--- config.mk ---
export PLATFORM = sky130hd
export DESIGN_NAME = core_task_receiver_flat
export DESIGN_NICKNAME = d
export VERILOG_FILES = /design/src/rtl/core_task_receiver_if.sv /design/src/rtl/core_task_receiver.sv /design/src/flat_wrapper.sv
export SDC_FILE = /design/constraint.sdc
export NUM_CORES = 1
export LEC_CHECK = 0
export CORE_MARGIN = 2
export CORE_UTILIZATION = 60
export CTS_CLUSTER_SIZE = 25
export DETAILED_ROUTE_END_ITERATION = 12
export GPL_ROUTABILITY_DRIVEN = 0
export PLACE_DENSITY = 0.83
export SETUP_SLACK_MARGIN = 0.2
export SLEW_MARGIN = 20
export SYNTH_ARGS = -nofsm -noshare
export SYNTH_HDL_FRONTEND = slang
export SYNTH_SLANG_ARGS = --single-unit
--- constraint.sdc ---
create_clock -name clk -period 6.4 [get_ports clk]
set_clock_uncertainty 0.05 [all_clocks]
set_input_delay 0.96 -clock clk [delete_from_list [all_inputs] [get_ports clk]]
set_output_delay 0.96 -clock clk [all_outputs]
set_load 0.01 [all_outputs]
--- src/rtl/core_task_receiver_if.sv ---
// Dispatcher-to-core task interface: select/task word in, status and thermal feedback out.
interface core_task_receiver_if #(
    parameter int unsigned FIFO_DEPTH = 4
);
    localparam int unsigned CW = $clog2(FIFO_DEPTH) + 1;

    logic [1:0]    core_select;
    logic [15:0]   task_data;
    logic [7:0]    temp_core;
    logic          busy;
    logic          task_done;
    logic [11:0]   done_tag;
    logic [CW-1:0] fifo_count;
    logic          overflow;

    modport master (
        output core_select, task_data,
        input  temp_core, busy, task_done, done_tag, fifo_count, overflow
    );

    modport slave (
        input  core_select, task_data,
        output temp_core, busy, task_done, done_tag, fifo_count, overflow
    );
endinterface

--- src/rtl/core_task_receiver.sv ---
// Core-side task endpoint: captures tasks on the rising edge of this core's select,
// buffers them, runs each for dur+1 cycles, pulses task_done, and models temperature.
module core_task_receiver #(
    parameter logic [1:0]  CORE_ID      = 2'd0,
    parameter int unsigned FIFO_DEPTH   = 4,
    parameter logic [7:0]  TEMP_AMBIENT = 8'd25,
    parameter logic [7:0]  TEMP_MAX     = 8'd120,
    parameter int unsigned HEAT_DIV     = 4,
    parameter int unsigned COOL_DIV     = 8
) (
    input logic                clk,
    input logic                rst,
    core_task_receiver_if.slave bus
);
    localparam int unsigned PW = $clog2(FIFO_DEPTH);
    localparam int unsigned CW = PW + 1;

    localparam logic [1:0] ST_IDLE = 2'd0;
    localparam logic [1:0] ST_RUN  = 2'd1;
    localparam logic [1:0] ST_DONE = 2'd2;

    // Capture edge detection
    logic match;
    logic match_q;
    logic push_req;

    // Task FIFO
    logic [15:0]   mem_q [FIFO_DEPTH];
    logic [PW-1:0] wr_ptr_q;
    logic [PW-1:0] rd_ptr_q;
    logic [CW-1:0] count_q;
    logic [CW-1:0] count_d;
    logic          full;
    logic          push;
    logic          pop;
    logic [15:0]   head;
    logic          overflow_q;

    // Execution FSM
    logic [1:0]  state_q;
    logic [1:0]  state_d;
    logic [3:0]  cnt_q;
    logic [3:0]  cnt_d;
    logic [11:0] tag_q;
    logic [11:0] tag_d;

    // Thermal model
    logic       in_run;
    logic       run_q;
    logic [7:0] div_q;
    logic [7:0] div_d;
    logic [7:0] div_base;
    logic [7:0] div_lim;
    logic [7:0] temp_q;
    logic [7:0] temp_d;

    assign match    = (bus.core_select == CORE_ID);
    assign push_req = match & ~match_q;
    assign full     = (count_q == CW'(FIFO_DEPTH));
    // A push into a full FIFO is dropped even if a pop frees a slot this cycle.
    assign push     = push_req & ~full;
    assign pop      = (state_q == ST_IDLE) && (count_q != '0);
    assign head     = mem_q[rd_ptr_q];

    // Next-state for the occupancy counter
    always_comb begin
        count_d = count_q;
        unique case ({push, pop})
            2'b10:   count_d = count_q + 1'b1;
            2'b01:   count_d = count_q - 1'b1;
            default: count_d = count_q;
        endcase
    end

    // Edge detector, FIFO pointers/count and sticky overflow flag
    always_ff @(posedge clk) begin
        if (rst) begin
            match_q    <= 1'b0;
            wr_ptr_q   <= '0;
            rd_ptr_q   <= '0;
            count_q    <= '0;
            overflow_q <= 1'b0;
        end else begin
            match_q <= match;
            count_q <= count_d;
            if (push) begin
                wr_ptr_q <= wr_ptr_q + 1'b1;
            end
            if (pop) begin
                rd_ptr_q <= rd_ptr_q + 1'b1;
            end
            if (push_req && full) begin
                overflow_q <= 1'b1;
            end
        end
    end

    // FIFO storage; contents are don't-care until written, so no reset
    always_ff @(posedge clk) begin
        if (push) begin
            mem_q[wr_ptr_q] <= bus.task_data;
        end
    end

    // FSM next-state: pop into RUN, count down dur+1 cycles, one DONE cycle
    always_comb begin
        state_d = state_q;
        cnt_d   = cnt_q;
        tag_d   = tag_q;
        case (state_q)
            ST_IDLE: begin
                if (pop) begin
                    cnt_d   = head[15:12];
                    tag_d   = head[11:0];
                    state_d = ST_RUN;
                end
            end
            ST_RUN: begin
                if (cnt_q == 4'd0) begin
                    state_d = ST_DONE;
                end else begin
                    cnt_d = cnt_q - 4'd1;
                end
            end
            ST_DONE: state_d = ST_IDLE;
            default: state_d = ST_IDLE;
        endcase
    end

    // FSM state registers
    always_ff @(posedge clk) begin
        if (rst) begin
            state_q <= ST_IDLE;
            cnt_q   <= 4'd0;
            tag_q   <= 12'd0;
        end else begin
            state_q <= state_d;
            cnt_q   <= cnt_d;
            tag_q   <= tag_d;
        end
    end

    assign in_run = (state_q == ST_RUN);

    // Thermal next-state; the divider restarts from zero on the first cycle of a new phase
    always_comb begin
        div_base = (in_run != run_q) ? 8'd0 : div_q;
        div_lim  = in_run ? 8'(HEAT_DIV - 1) : 8'(COOL_DIV - 1);
        temp_d   = temp_q;
        div_d    = div_base + 8'd1;
        if (div_base >= div_lim) begin
            div_d = 8'd0;
            if (in_run) begin
                if (temp_q < TEMP_MAX) begin
                    temp_d = temp_q + 8'd1;
                end
            end else begin
                if (temp_q > TEMP_AMBIENT) begin
                    temp_d = temp_q - 8'd1;
                end
            end
        end
    end

    // Thermal state registers
    always_ff @(posedge clk) begin
        if (rst) begin
            run_q  <= 1'b0;
            div_q  <= 8'd0;
            temp_q <= TEMP_AMBIENT;
        end else begin
            run_q  <= in_run;
            div_q  <= div_d;
            temp_q <= temp_d;
        end
    end

    assign bus.temp_core  = temp_q;
    assign bus.busy       = (state_q != ST_IDLE);
    assign bus.task_done  = (state_q == ST_DONE);
    assign bus.done_tag   = (state_q == ST_DONE) ? tag_q : 12'd0;
    assign bus.fifo_count = count_q;
    assign bus.overflow   = overflow_q;
endmodule

--- src/flat_wrapper.sv ---
// flat-port wrapper written by rule: the top's interface ports become plain ports
module core_task_receiver_flat 
#(
    parameter logic [1:0]  CORE_ID      = 2'd0,
    parameter int unsigned FIFO_DEPTH   = 4,
    parameter logic [7:0]  TEMP_AMBIENT = 8'd25,
    parameter logic [7:0]  TEMP_MAX     = 8'd120,
    parameter int unsigned HEAT_DIV     = 4,
    parameter int unsigned COOL_DIV     = 8
)
  (clk, rst, bus_core_select, bus_task_data, bus_temp_core, bus_busy, bus_task_done, bus_done_tag, bus_fifo_count, bus_overflow);
  core_task_receiver_if #(.FIFO_DEPTH(FIFO_DEPTH)) bus_i ();
  input logic clk;
  input logic rst;
  input wire logic [$bits(bus_i.core_select)-1:0] bus_core_select;
  input wire logic [$bits(bus_i.task_data)-1:0] bus_task_data;
  output wire logic [$bits(bus_i.temp_core)-1:0] bus_temp_core;
  output wire logic [$bits(bus_i.busy)-1:0] bus_busy;
  output wire logic [$bits(bus_i.task_done)-1:0] bus_task_done;
  output wire logic [$bits(bus_i.done_tag)-1:0] bus_done_tag;
  output wire logic [$bits(bus_i.fifo_count)-1:0] bus_fifo_count;
  output wire logic [$bits(bus_i.overflow)-1:0] bus_overflow;
  assign bus_i.core_select = bus_core_select;
  assign bus_i.task_data = bus_task_data;
  assign bus_temp_core = bus_i.temp_core;
  assign bus_busy = bus_i.busy;
  assign bus_task_done = bus_i.task_done;
  assign bus_done_tag = bus_i.done_tag;
  assign bus_fifo_count = bus_i.fifo_count;
  assign bus_overflow = bus_i.overflow;
  core_task_receiver #(.CORE_ID(CORE_ID), .FIFO_DEPTH(FIFO_DEPTH), .TEMP_AMBIENT(TEMP_AMBIENT), .TEMP_MAX(TEMP_MAX), .HEAT_DIV(HEAT_DIV), .COOL_DIV(COOL_DIV)) u_core (.clk(clk), .rst(rst), .bus(bus_i));
endmodule
# Word level (Yosys, flattened, before mapping)
# Memory sizes are Yosys's and may differ from the RTL's. A register that Yosys moved wholly into a read port is not among the register bits.
# Index checks and enable logic that the tools add are counted.
# classes
n_mux	17
n_bitwise	4
reduce_logical	15
n_addsub	8
eq_ne	10
n_lt_le_gt_ge	3
# ops
cell	count
$mux 8	4
$add 8x1->8 const B	2
$mux 12	1
$ge 8x8->1	1
$gt 8x5->1 const B	1
$lt 8x7->1 const B	1
$mux 2	4
$mux 4	2
$pmux 4 s2	1
$reduce_bool 2->1	4
$sub 8x1->8 const B	1
$ne 2x2->1 const B	3
$pmux 3 s2	1
$reduce_and 3->1	2
$add 2x1->2 const B	2
$eq 2x1->1 const B	2
$eq 2x2->1 const B	2
$logic_not 2->1	2
$logic_not 4->1	1
$pmux 2 s2	1
$reduce_and 2->1	2
$sub 4x1->4 const B	1
$add 3x1->3 const B	1
$eq 3x3->1 const B	1
10 further kinds	14
# word_totals
mem_count	1
ff_bits	44
ram_bits	64
in_bits	20
# mem_list
name	depth	width	read_ports	rd_ports_with_merged_regs	wr	line_no	rtl
u_core.mem_q	4	16	1	1	1	core_task_receiver.sv:28	logic [15:0] mem_q [FIFO_DEPTH];

# Depth between registers and ports, before layout
# logic_depth
word_depth	5
ltp_mapped	12

# Worst setup path before layout
# OpenSTA, ideal clock, no wires.
# synth_timing
kind	input -> register
from	input bus_core_select[1]
to	register u_core.count_q[2] (netlist: u_core.bus.fifo_count[2])
t_required_ns	6.280
n_path_buf	0
arrival_time_ns	2.535
path_stages	9
slack_ns	3.744
cell_sequence	nor3_1 a21boi_1 inv_1 ha_1 inv_1 fa_1 xor2_1 or3_1 a21oi_1
# synth_between
elab_chain_len	5
elab_cells_between_ends	7
cone_classes	eq/ne: 2; mux: 1; bitwise: 2; reduce/logical: 2
# synth_rtl
item	line_no	rtl
start: declaration	flat_wrapper.sv:15	input wire logic [$bits(bus_i.core_select)-1:0] bus_core_select;
$logic_not 2->1 (*)	core_task_receiver.sv:57	assign match = (bus.core_select == CORE_ID);
$and 1x1->1 (*)	core_task_receiver.sv:58	assign push_req = match & ~match_q;
$and 1x1->1 (*)	core_task_receiver.sv:61	assign push = push_req & ~full;
$eq 2x1->1 or $eq 2x2->1 (tied branches)	core_task_receiver.sv:68	unique case ({push, pop})
$pmux 3 s2 or $reduce_bool 2->1 (tied branches)	-	
end signal: assignment	core_task_receiver.sv:85	count_q <= count_d;
end: declaration	core_task_receiver.sv:31	logic [CW-1:0] count_q;
# Mark *: on every way between the ends. The rest lies on a longest branch, timed or not.
# A chain may end at the register's enable or synchronous reset.

# Worst setup path after layout
# layout_timing
from	register u_core.state_q[1]
to	output bus_done_tag[3]
# layout_between
elab_chain_len	2
# layout_rtl
item	line_no	rtl
start: declaration	core_task_receiver.sv:40	logic [1:0] state_q;
start signal: assignment	core_task_receiver.sv:137	state_q <= state_d;
$eq 2x2->1	core_task_receiver.sv:181	assign bus.done_tag = (state_q == ST_DONE) ? tag_q : 12'd0;
$mux 12	core_task_receiver.sv:181	
end: declaration	flat_wrapper.sv:20	output wire logic [$bits(bus_i.done_tag)-1:0] bus_done_tag;
# No other way between the ends.

==> metrics.cfg <==
[logic_synthesis]
async_flop_share_pct = 0
synth.top_cells.by_area = sky130_fd_sc_hd__edfxtp_1, sky130_fd_sc_hd__dfxtp_1, sky130_fd_sc_hd__mux4_2, sky130_fd_sc_hd__ha_1, sky130_fd_sc_hd__nand2_1
synth_top_area_cell = sky130_fd_sc_hd__edfxtp_1
ys_ff_latch = 110
synth_flop_cell = sky130_fd_sc_hd__edfxtp_1
number_of_enable_type_register_cells_in_the_synthesized_netlist = 64
post_synth_num_cell_types = 59
netlist.area_leader.share_pct = 41.1
synth_most_common_cell = sky130_fd_sc_hd__edfxtp_1
synth_commonest_cells = sky130_fd_sc_hd__edfxtp_1, sky130_fd_sc_hd__dfxtp_1, sky130_fd_sc_hd__nand2_1, sky130_fd_sc_hd__a21oi_1, sky130_fd_sc_hd__nor2_1
postSynthAreaPerCell_um2 = 12.7
synthCells = 368
seq_area_frac_synth_pct = 60.8
yosysWarningCount = 0
netlist_area_um2 = 4670

[worst_setup_path]
critical_path.slowest_cell = sky130_fd_sc_hd__nor2b_1
critical_path_arrival_ns = 2.15
crit_path_cell_trace = nor2b_1, and2_1, clkdlybuf4s50_1
cp_max_fo = 13
r2r_end = u_core.bus.fifo_count[2]
critPathMaxStageDelay_ns = 0.62
endpoint_kind = output pin
path_class = reg2out
rrSetupSlack_ns = 3.67
worst-endpoint-required_ns = 5.39
rr_worst_depth = 9
critical-path-top-delay-family = simple AND/OR/NAND/NOR gates
worst_setup_path_start_kind = flop
worst_path_buf_inv = 1
regToRegStartpoint = u_core.state_q[1]

[clock_tree]
cts-htree-levels = 3
cts_buffers = 9
cts_tree = done
cts_root_buffer = sky130_fd_sc_hd__clkbuf_8
path_clk_slew_ns = 0.11
max-clock-path-buffers = 2
cts_setup_buffers = 0
insertion_delay_ns = 0.37
post_cts.resized_instances = 0
tritoncts_num_sinks = 110
ctsHoldBuffers = 0

[timing]
setup-tns-final_ns = 0
rsz_0062_raised_after_global_routing = no
fin_hold_ws_ns = 0.409
finalHoldViolations = 0
finalCritPeriodShare_pct = 49.4
drv_slew = 0
timing.max_slew.rel_slack_pct = 45.7
maxClockFrequency_mhz = 316
final-setup-viol-count = 0
finalWorstPathRequiredPeriod_ns = 3.16
tightest_slew_ns = 0.814
finalWorstSetupSlack_ns = 3.24

[floorplanning]
top_level_ports = 46
start_util_pct = 61.1
floorplan.die_area_um2 = 8510
die_height_um = 92.3
rows = 32
placeableCoreArea_um2 = 7650
dieWidth_um = 92.3

[pwr]
vdd_ir_drop_max_mv = 0.207
power.share.switching_pct = 37.4
proportion_of_power_drawn_by_flip_flops_and_latches_pct = 42.9
power.leakage_nw = 1.82
power.combinational.fraction_pct = 39.2
cellPowerDensity_nw_per_um2 = 423
power.internal_w = 0.00141
switchingPower_w = 0.000846
clock_power_share_pct = 17.9

[grt]
grt_most_used_layer = met2
grt_usage_pct = 21.7
vias_in_the_first_global_route = 2895
grt_antenna_before_repair = 0
grt_util_met2_pct = 33.1
met1_usage_pct = 31.1
globalRouteMet3Util_pct = 4.85
grt_remaining_overflow = 0
grt_pass1_wl_mm = 14.2
pin_count_of_the_biggest_net_entering_global_routing = 37

[outcome]
outcome = completed

[routing]
drt_iter0_markers = 170
detailroute.via_count = 2902
detailedRoute.firstPassIterationCount = 7
detail_route.wirelength_mm = 8.43
drt-vias-per-instance = 5.63
drt_drc_violations_left = 0
antenna_left = 0
final_routed_wire_length_divided_by_cell_count_um = 16.4

[placement]
dpl_worst_slack_ns = 2.99
place_hpwl_mm = 5.64
place.port_buffers = 45
place.detailed.instances = 499

[min_path]
min_delay_worst_endpoint = u_core.tag_q[10]
worst_hold_path_type = reg2reg
timing.hold.worst_path_depth = 2
hold_start = u_core.tag_q[10]

[finish]
antenna_cells = 0
layout.nets = 440
count_of_placed_standard_cells_in_the_final_layout_fillers_left_out = 515
flow.area_growth_from_synthesis_pct = 14.5
fraction_of_layout_instances_using_a_drive_strength_above_1_pct = 11.6
fillers = 502

[flow_run]
max-cap-violations = 0

logic make-up after synthesis:
| kind of cell | Yosys count | share of synthesized area [%] |
|---|---|---|
| xor gates and xnor gates | 12 | 2.25 |
| and+or+nand+nor | 114 | 12.1 |
| DFF | 110 | 60.8 |
| other | 1 | 0.0802 |
| buffers and inverters | 32 | 3.40 |
| AOI/OAI and AO/OA | 66 | 9.00 |
| adders and majority gates | 13 | 3.61 |
| muxes | 20 | 8.70 |
power by group through the flow:
stage	clock, W	combinational, W	sequential (W)
3_5_place_dp	0	0.000879	0.000985
3_3_place_gp	0	0.000851	0.000977
2_1_floorplan	0	0.000736	0.000929
6_report	0.000405	0.000887	0.000969
5_1_grt	0.000446	0.000994	0.000990
4_1_cts	0.000414	0.000888	0.000969
registers in the layout, summed over array words and instances, names as in the netlist, named ones only:
| register | flops |
|---|---|
| u_core.tag_q | 12 |
| u_core.bus.temp_core | 8 |
| u_core.div_q | 8 |
| u_core.wr_ptr_q | 2 |
| u_core.run_q | 1 |
| u_core.bus.overflow | 1 |
| u_core.rd_ptr_q | 2 |
| u_core.state_q | 2 |
| u_core.match_q | 1 |
| u_core.cnt_q | 4 |
| u_core.bus.fifo_count | 3 |
| u_core.mem_q | 64 |
metrics by stage:
step | area [µm²] | total power [W] | util, %
5_1_grt | 5350 | 0.00243 | 70.0
3_5_place_dp | 5160 | 0.00186 | 67.4
6_report | 5350 | 0.00226 | 70.0
3_3_place_gp | 5160 | 0.00183 | 67.4
4_1_cts | 5350 | 0.00227 | 70.0
2_1_floorplan | 4680 | 0.00167 | -
metal layers:
| metal | vias up | routed length [µm] |
|---|---|---|
| li1 | 1406 | - |
| met1 | 1434 | 4050 |
| met2 | 56 | 3990 |
| met3 | 6 | 298 |
| met4 | 0 | 82 |
| met5 | - | 0 |
how the worst max path moves through the flow:
stage                             from                       end  slack (ns)  cells past startpoint
floorplan           bus_core_select[1]  u_core.bus.fifo_count[2]        3.74                      9
global placement    bus_core_select[1]  u_core.bus.fifo_count[2]        3.11                     10
detailed placement  bus_core_select[1]  u_core.bus.fifo_count[2]        2.99                     10
CTS                  u_core.state_q[1]           bus_done_tag[3]        3.22                      3
global route         u_core.state_q[1]          bus_done_tag[10]        3.04                      3
finish               u_core.state_q[1]           bus_done_tag[3]        3.24                      3
final cells by class:
class | instances | area, µm² | area share, %
sequential | 110 | 2840 | 53.1
clock buffer | 9 | 124 | 2.31
tap | 102 | 128 | 2.38
timing repair buffer | 46 | 458 | 8.56
clock inverter | 7 | 70.1 | 1.31
multi-input combinational | 229 | 1680 | 31.4
inverter | 12 | 45.0 | 0.842
cells in the final DEF (no fill, tap or decap), types with 9 or more instances in the layout:
master                            Yosys  routed
sky130_fd_sc_hd__nor3_1              10      10
sky130_fd_sc_hd__edfxtp_1            64      64
sky130_fd_sc_hd__mux4_2              16      16
sky130_fd_sc_hd__nor2_1              25      25
sky130_fd_sc_hd__ha_1                11      11
sky130_fd_sc_hd__inv_1               10      10
sky130_fd_sc_hd__clkdlybuf4s50_1      0      45
sky130_fd_sc_hd__dfxtp_1             46      45
sky130_fd_sc_hd__clkbuf_8             1       9
sky130_fd_sc_hd__o21ai_0             10      10
sky130_fd_sc_hd__nand2_1             35      35
sky130_fd_sc_hd__and2_1              20      20
sky130_fd_sc_hd__a21oi_1             26      26
worst min-delay path, stage by stage, from the launching register on:
cell and delay [ns]:
sky130_fd_sc_hd__dfxtp_1 0.32, sky130_fd_sc_hd__nand2_1 0.05, sky130_fd_sc_hd__a21oi_1 0.05
(Power assumes the default switching activity.)
==> RTL change: new RTL, same flow settings <==
Make the reset (`rst`) asynchronous in 3 clocked blocks.
--- a/src/rtl/core_task_receiver.sv
+++ b/src/rtl/core_task_receiver.sv
@@ -75,3 +75,3 @@
     // Edge detector, FIFO pointers/count and sticky overflow flag
-    always_ff @(posedge clk) begin
+    always_ff @(posedge clk or posedge rst) begin
         if (rst) begin
@@ -130,3 +130,3 @@
     // FSM state registers
-    always_ff @(posedge clk) begin
+    always_ff @(posedge clk or posedge rst) begin
         if (rst) begin
@@ -165,3 +165,3 @@
     // Thermal state registers
-    always_ff @(posedge clk) begin
+    always_ff @(posedge clk or posedge rst) begin
         if (rst) begin
Behaviour: differs if rst is asserted again (counterexample within 4 cycles, from zero or initial values and one cycle with rst high); with rst held inactive, the same outputs for 10 cycles.
==> RTL change against the unedited design <==
  * Wire length fell by 4.1%
  * Sequential share of layout area increased by 3.2 points
  * Worst setup slack gained 0.050 ns
  * Critical path depth did not move
  * Non-clock buffer count stayed put
  * Via count down 12%
  * Area after synthesis decreased by 1.8%
  * Combinational power is 6.0% higher
  * Cell area rose by 0.40%
  * Cell count down 13%
  * Power grew 8.4%
  * Sequential cell count fell by 2
  * Sequential power increased by 10%
  * Register-to-register slack got worse by 0.18 ns
  * Critical path type unchanged
==> RTL change: results (changes against the unedited design) <==
CP startpoint = u_core.state_q[0]
Post-synth EDFFs = 64 (unchanged)
Post-Synth Adder-Cell Area = 3.71% (+0.094 points)
Worst path slowest cell = clkdlybuf4s50_1
Reg2Reg Setup Slack = 3.49 ns (-0.18 ns)
met2 usage = 36.8% (+3.7 points)
Hold Path Stages = 1 (-1)
Root Driver = clkbuf_8
largest net degree at the start of global routing = 45 (+22%)
total track usage = 21.0% (-0.74 points)
layout cell share with drive strength beyond 1 = 18.3% (+6.7 points)
met2 wire len = 4.30 mm (+7.7%)
run status = finished, final reports clean
Top Registers = u_core.mem_q (64), u_core.tag_q (12)
placed instance area = 5150 sq um (-0.19%)
Peak VDD IR = 178 uV (-14%)
fmax = 321 MHz (+1.6%)
Hold Crit Start = u_core.tag_q[7]
reg-to-reg endpoint = u_core.bus.temp_core[6]
Worst slew margin = 45.3% (-0.44 points)
via count = 2548 (-12%)
fillcell total = 442 (-12%)
first-pass GRT wire length = 13.2 mm (-7.3%)
worst flop-to-flop path startpoint = u_core.state_q[1]
met3 global-route usage = 4.32% (-0.53 points)
clock-pin slew on the worst setup and hold paths = 0.11 ns (about the same)
crit-path max cell delay = 0.55 ns (-0.07 ns)
vias in the first global route = 2617 (-9.6%)
DR iter-0 viols = 146 (-14%)
clk buf depth = 2 (unchanged)
hold slack final = 0.462 ns (+0.0533 ns)
post-place setup slack = 3.00 ns (+0.0127 ns)
synth top area cells = edfxtp_1 42%, dfrtp_1 22%, mux4_2 7.9%, mux2_2 3.9%, ha_1 3.3%
Hold EP = u_core.tag_q[7]
CP arrival = 2.10 ns (-0.05 ns)
P_leak = 2.02 nW (+11%)
R2R cell count = 11 (+2)
placed cells = 433 (-13%)
met1 usage in global routing = 26.2% (-4.9 points)
asr flop ratio synth = 40.7% (+41 points)
most frequent cells after synthesis = 64 x edfxtp_1, 41 x dfrtp_1, 19 x and2_1
crit path to = bus_done_tag[2]
wirelength, routed = 8.08 mm (-4.1%)
Synth Area in XOR/XNOR = 2.86% (+0.61 points)
Yosys cell types = 48 (-19%)
synthesis warning total = 0 (unchanged)
met3 wire length = 192 um (-36%)
sequential area share after synthesis = 66.0% (+5.1 points)
hpwl dp = 5.20 mm (-7.8%)
mux cell area share after synthesis = 11.8% (+3.1 points)
M1 WL = 3.50 mm (-14%)
DR WL/cell = 18.0 um (+10%)
DRT Pass-1 Iters = 4 (-3)
Synth Area in Compound Gates = 5.97% (-3.0 points)
Final Net Count = 378 (-14%)
Port Buf Inserts = 45 (unchanged)
Avg Synthesized Cell Area = 15.7 sq um (+23%)
## RTL change: cell count changes after synthesis, sizes merged, moves of 3 or more
cell,delta
a21oi,-14
a31oi,-4
clkbuf,-10
dfrtp,+41
dfstp,+3
dfxtp,-46
mux2,+14
nand2,-18
nand3,-3
nor2,-14
nor2b,-3
nor3,-6
o21ai,-10
## RTL change: report_power, final
group          switching [W]  internal, W
registers           0.000162     0.000909
clock network       0.000248     0.000192
logic               0.000446     0.000494
## RTL change: cell type report
type	count	area [sq um]	area share, %
sequential	108	3030	56.4
tap	99	124	2.31
multi-input combinational	168	1500	27.9
inverter	12	47.5	0.885
clock buffer	9	124	2.31
timing repair buffer	46	458	8.52
clock inverter	7	93.8	1.75
## RTL change: cell families (layout without fill, tap and decap cells)
kind of cell,after synthesis,count (layout)
buffers and inverters,20,74
DFF,108,108
adders and majority gates,13,13
other,1,4
xor gates and xnor gates,15,15
AOI/OAI and AO/OA,36,36
and+or+nand+nor,68,68
muxes,32,32
